### config.mk
export PLATFORM = sky130hd
export DESIGN_NAME = imem_arbiter
export DESIGN_NICKNAME = d
export VERILOG_FILES = /design/src/rtl/imem_arbiter.sv
export SDC_FILE = /design/constraint.sdc
export NUM_CORES = 1
export LEC_CHECK = 0
export BUFFER_PORTS_ARGS = -buffer_cell sky130_fd_sc_hd__buf_2
export CORE_UTILIZATION = 36
export DETAILED_ROUTE_END_ITERATION = 6
export GPL_TIMING_DRIVEN = 0
export PLACE_DENSITY = 0.87
export SYNTH_ARGS = -nofsm -noshare
export SYNTH_HDL_FRONTEND = slang
export SYNTH_SLANG_ARGS = --single-unit
### constraint.sdc
create_clock -name clk_i -period 2.6 [get_ports clk_i]
set_clock_uncertainty 0.15 [all_clocks]
set_input_delay 0.13 -clock clk_i [delete_from_list [all_inputs] [get_ports clk_i]]
set_output_delay 0.13 -clock clk_i [all_outputs]
set_load 0.05 [all_outputs]
### src/rtl/imem_arbiter.sv
// Single-port instruction memory arbiter between fetch (read) and loader (write), using bounded-burst ownership.
// Define IMEM_ARB_PERF_EN to add the grant and stall performance counters.
module imem_arbiter #(
  parameter int ADDR_W    = 16,
  parameter int DATA_W    = 32,
  parameter int DEPTH     = 2048,
  parameter int MAX_BURST = 4
) (
  input  logic              clk_i,
  input  logic              rst_i,
  input  logic              f_req_i,
  input  logic [ADDR_W-1:0] f_addr_i,
  output logic              f_gnt_o,
  output logic              f_rvalid_o,
  output logic [DATA_W-1:0] f_rdata_o,
  output logic              f_err_o,
  input  logic              l_req_i,
  input  logic [ADDR_W-1:0] l_addr_i,
  input  logic [DATA_W-1:0] l_wdata_i,
  output logic              l_gnt_o,
  output logic              l_err_o,
  output logic              mem_rd_o,
  output logic              mem_wn_o,
  output logic [ADDR_W-1:0] mem_address_o,
  output logic [DATA_W-1:0] mem_write_data_o,
  input  logic [DATA_W-1:0] mem_read_data_i
`ifdef IMEM_ARB_PERF_EN
  ,
  output logic [31:0]       f_cnt_o,
  output logic [31:0]       l_cnt_o,
  output logic [31:0]       stall_cnt_o
`endif
);

  localparam int                CNT_W     = $clog2(MAX_BURST + 1);
  localparam logic [CNT_W-1:0]  MAX_CNT   = CNT_W'(MAX_BURST);
  localparam logic [ADDR_W:0]   DEPTH_EXT = (ADDR_W + 1)'(DEPTH);

  typedef enum logic [1:0] {IDLE, FETCH_OWN, LOAD_OWN} state_e;

  state_e             state_q, state_d;
  logic [CNT_W-1:0]   burst_q, burst_d;
  logic               f_rvalid_q, f_err_q, l_err_q;
  logic [DATA_W-1:0]  f_rdata_q, f_rdata_d;
  logic               f_gnt, l_gnt;
  logic               f_in_range, l_in_range;
  logic [CNT_W-1:0]   burst_inc;

  assign f_in_range = {1'b0, f_addr_i} < DEPTH_EXT;
  assign l_in_range = {1'b0, l_addr_i} < DEPTH_EXT;
  assign burst_inc  = (burst_q == MAX_CNT) ? MAX_CNT : burst_q + 1'b1;

  // NOTE: every signal gets a default at the top of the block, so no path leaves one unassigned and no latch is inferred.
  always_comb begin
    f_gnt   = 1'b0;
    l_gnt   = 1'b0;
    state_d = IDLE;
    burst_d = '0;
    unique case (state_q)
      IDLE: begin
        if (l_req_i)      l_gnt = 1'b1;
        else if (f_req_i) f_gnt = 1'b1;
      end
      FETCH_OWN: begin
        if (f_req_i && (burst_q < MAX_CNT || !l_req_i)) f_gnt = 1'b1;
        else if (l_req_i)                               l_gnt = 1'b1;
      end
      LOAD_OWN: begin
        if (l_req_i && (burst_q < MAX_CNT || !f_req_i)) l_gnt = 1'b1;
        else if (f_req_i)                               f_gnt = 1'b1;
      end
      default: ;
    endcase
    // Reset wins over everything, so a burst cut by reset cannot write.
    if (rst_i) begin
      f_gnt = 1'b0;
      l_gnt = 1'b0;
    end
    if (f_gnt) begin
      state_d = FETCH_OWN;
      burst_d = (state_q == FETCH_OWN) ? burst_inc : CNT_W'(1);
    end else if (l_gnt) begin
      state_d = LOAD_OWN;
      burst_d = (state_q == LOAD_OWN) ? burst_inc : CNT_W'(1);
    end
    f_rdata_d = f_rdata_q;
    if (f_gnt) f_rdata_d = f_in_range ? mem_read_data_i : '0;
  end

  // NOTE: sequential state uses non-blocking assignments so every register samples pre-edge values.
  always_ff @(posedge clk_i) begin
    if (rst_i) begin
      state_q    <= IDLE;
      burst_q    <= '0;
      f_rvalid_q <= 1'b0;
      f_rdata_q  <= '0;
      f_err_q    <= 1'b0;
      l_err_q    <= 1'b0;
    end else begin
      state_q    <= state_d;
      burst_q    <= burst_d;
      f_rvalid_q <= f_gnt;
      f_rdata_q  <= f_rdata_d;
      f_err_q    <= f_gnt & ~f_in_range;
      l_err_q    <= l_gnt & ~l_in_range;
    end
  end

  assign f_gnt_o          = f_gnt;
  assign l_gnt_o          = l_gnt;
  assign f_rvalid_o       = f_rvalid_q;
  assign f_rdata_o        = f_rdata_q;
  assign f_err_o          = f_err_q;
  assign l_err_o          = l_err_q;
  assign mem_rd_o         = ~l_gnt;
  assign mem_wn_o         = l_gnt & l_in_range;
  assign mem_address_o    = f_gnt ? f_addr_i : (l_gnt ? l_addr_i : '0);
  assign mem_write_data_o = l_gnt ? l_wdata_i : '0;

`ifdef IMEM_ARB_PERF_EN
  logic [31:0] f_cnt_q, l_cnt_q, stall_cnt_q;
  logic        stall;

  // A cycle stalls when either side is pending and not granted.
  assign stall = (f_req_i & ~f_gnt) | (l_req_i & ~l_gnt);

  always_ff @(posedge clk_i) begin
    if (rst_i) begin
      f_cnt_q     <= '0;
      l_cnt_q     <= '0;
      stall_cnt_q <= '0;
    end else begin
      f_cnt_q     <= f_cnt_q + {31'd0, f_gnt};
      l_cnt_q     <= l_cnt_q + {31'd0, l_gnt};
      stall_cnt_q <= stall_cnt_q + {31'd0, stall};
    end
  end

  assign f_cnt_o     = f_cnt_q;
  assign l_cnt_o     = l_cnt_q;
  assign stall_cnt_o = stall_cnt_q;
`endif

endmodule
==> summary.txt <==
Setup TNS: 0 ns
final global-route overflow total: 0
Worst-path clk slew: 0.08 ns
drt drc: 0
H-tree Lvls: 2
clock latency at the later pin of the worst-skew pair: 0.29 ns
status: complete, no violations
FF-to-FF End: f_rdata_o[20]$_SDFFE_PP0P_
DR WL/cell: 14.5 µm
Max Fanout on Critical Path: 10
antenna viol nets, final: 0
DR vias/cell: 4.93
Period minus WS final: 2.49 ns
Hold WC Path Type: input port to flip-flop
max cap viols: 0
sequence of cells on the critical path: clkbuf_4, mux2_4, a2111oi_4, buf_4, buf_2, and2_1, buf_2
Critical Path Slowest Stage Cell: mux2_4
Avg Synthesized Cell Area: 9.29 µm²
Setup Viol. Count Final: 0
area share of the largest cell type after synthesis: 40.2%
Util after Layout: 67.2%
sequential area share after synthesis: 40.2%
vias in the first global route: 2262
most frequent cells after synthesis: 39 x dfxtp_1, 34 x a22o_1, 33 x and2_1
Post-Route WL: 7370 µm
Die ar.: 5690 µm²
Netlist cell types: 36
ys async rst share: 0%
Netlist Area Pre-Place: 1940 µm²
Clock Sinks: 39
1st-pass router iterations: 4
initial core utilization: 37.8%
leakage power: 1.78 nW
first-pass GRT wire length: 9960 µm
NumNets Final: 539
DRT iter0 DRCs: 114
gpl congestion: 0.806
reg2reg path depth: 6
diode count: 0
Rel. slew slack: 54.1%
worst setup path class: flip-flop to primary output
EDFF count, synth: 0
Worst path top cell family by delay: buffers and inverters
io pins: 187
slack of the worst reg-to-reg path: 0.43 ns
Core Rows: 26
synth warn: 0
layout cells sized above 1: 49.3%
antenna violations before repair: 0
CP bufs+invs: 4
R2R Path Start: burst_q[2]$_SDFF_PP0_
Final Slew Violations: 0
Final period util: 95.6%
most frequent cell after synthesis: dfxtp_1
Arrival @ worst endpoint: 2.21 ns
Max IR drop VDD: 231 µV
largest stage delay on the critical path: 0.33 ns
HPWL after DPL: 5220 µm
RSZ-0062 raised after global routing: yes
FF+latch count, synth: 39
CTS max path bufs: 2
TritonCTS buffer count: 5
Critical Path End Type: primary output
Chip Height: 75.4 µm
FMAX: 402 MHz
Synth area leaders: dfxtp_1 40%, a22o_1 15%, and2_1 11%, o211ai_1 5.4%, a21oi_1 4.4%
die width: 75.4 µm
Port-buffer cells: 186
core footprint: 5140 µm²
Final Hold Vio Count: 0
CP startpoint kind: flip-flop
largest net degree at the start of global routing: 13
cell taking the most area after synthesis: dfxtp_1
GR Util All Layers: 23.1%
via count: 2502
Worst Hold Depth: 2
CTS tree: done
power density cells: 437 nW/µm²
Req. time, crit path: 2.32 ns
Net Count, Synth: 311
worst hold path endpoint: state_q[1]$_SDFF_PP0_
worst slew pin tran: 0.688 ns
clk root buf: clkbuf_8
Post-Syn Instances: 209
Layout area overhead: 77.9%
Min-Delay Startpoint: f_req_i
ys flop type: dfxtp_1
CP dominant cell by count: buf_2
## registers in the layout, indices dropped and copies added (netlist names)
signal     cells
f_rdata_o     32
burst_q        3
state_q        2
f_err_o        1
l_err_o        1
## report_power, final
group	switching [W]	internal [W]
Combinational	0.000322	0.000183
Clock	0.000204	0.000187
Sequential	0.00000765	0.000606
## metrics by stage
| stage | cell area [µm²] | power, W | setup WS [ns] | cells | hold slack [ns] |
|---|---|---|---|---|---|
| after floorplan | 1950 | 0.000925 | 0.0620 | 209 | 0.0971 |
| after global placement | 2970 | 0.00107 | 0.123 | 465 | 0.197 |
| after detailed placement | 2970 | 0.00108 | 0.0619 | 465 | 0.202 |
| after CTS | 3410 | 0.00151 | 0.0120 | 508 | 0.0247 |
| after global routing | 3450 | 0.00157 | -0.00590 | 508 | 0.0407 |
| final | 3450 | 0.00151 | 0.115 | 508 | 0.0345 |
## logic make-up after synthesis
kind of cell	Yosys count	synth area share, %
adders and majority gates	2	1.29
buffers and inverters	24	5.74
and+or+nand+nor	68	20.2
AOI/OAI and AO/OA	75	31.7
muxes	1	0.773
DFF	39	40.2
## metal layers
metal | GRT usage [%] | up-vias | wire [µm]
li1 | - | 1229 | -
met1 | 23.5 | 1108 | 2660
met2 | 45.2 | 142 | 3860
met3 | 4.37 | 23 | 579
met4 | 10.5 | 0 | 263
met5 | 0 | - | 0
## final cells by class
cell class	count	area, µm²
Tap cell	70	87.6
Timing Repair Buffer	221	1300
Clock inverter	2	12.5
Inverter	7	26.3
Multi-Input combinational cell	146	1080
Clock buffer	6	72.6
Fill cell	428	1690
Sequential cell	39	781
Buffer	17	90.1
## repair_timing
action	in CTS	in global routing
resized for setup	1	18
endpoints found under the hold margin	33	0
setup endpoints to repair	50	35
hold buffers	33	0
buffers inserted	2	0
pin swaps	1	0
## worst max-delay path by stage
stage | startpoint | endpoint | slack (ns) | depth (start not counted)
final | burst_q[2]$_SDFF_PP0_ | mem_write_data_o[0] | 0.11 | 7
after global routing | burst_q[2]$_SDFF_PP0_ | mem_write_data_o[0] | -0.006 | 7
after CTS | burst_q[2]$_SDFF_PP0_ | mem_write_data_o[6] | 0.01 | 7
after detailed placement | burst_q[2]$_SDFF_PP0_ | mem_address_o[6] | 0.06 | 8
after global placement | burst_q[2]$_SDFF_PP0_ | mem_address_o[7] | 0.12 | 8
after floorplan | state_q[0]$_SDFF_PP0_ | mem_wn_o | 0.06 | 4
## cells in the final DEF, fill, tap and decap left out, types with 3 or more instances in the layout
| master | count |
|---|---|
| buf_4 | 4 |
| nand3_1 | 14 |
| clkbuf_1 | 8 |
| dfxtp_1 | 39 |
| nor2_1 | 4 |
| and2_1 | 33 |
| nand2_1 | 3 |
| a22o_1 | 34 |
| o211ai_1 | 14 |
| inv_1 | 6 |
| clkbuf_8 | 5 |
| buf_2 | 181 |
| dlygate4sd3_1 | 33 |
| a21oi_1 | 17 |
| clkbuf_4 | 10 |
Power figures use the tool's default switching activity.
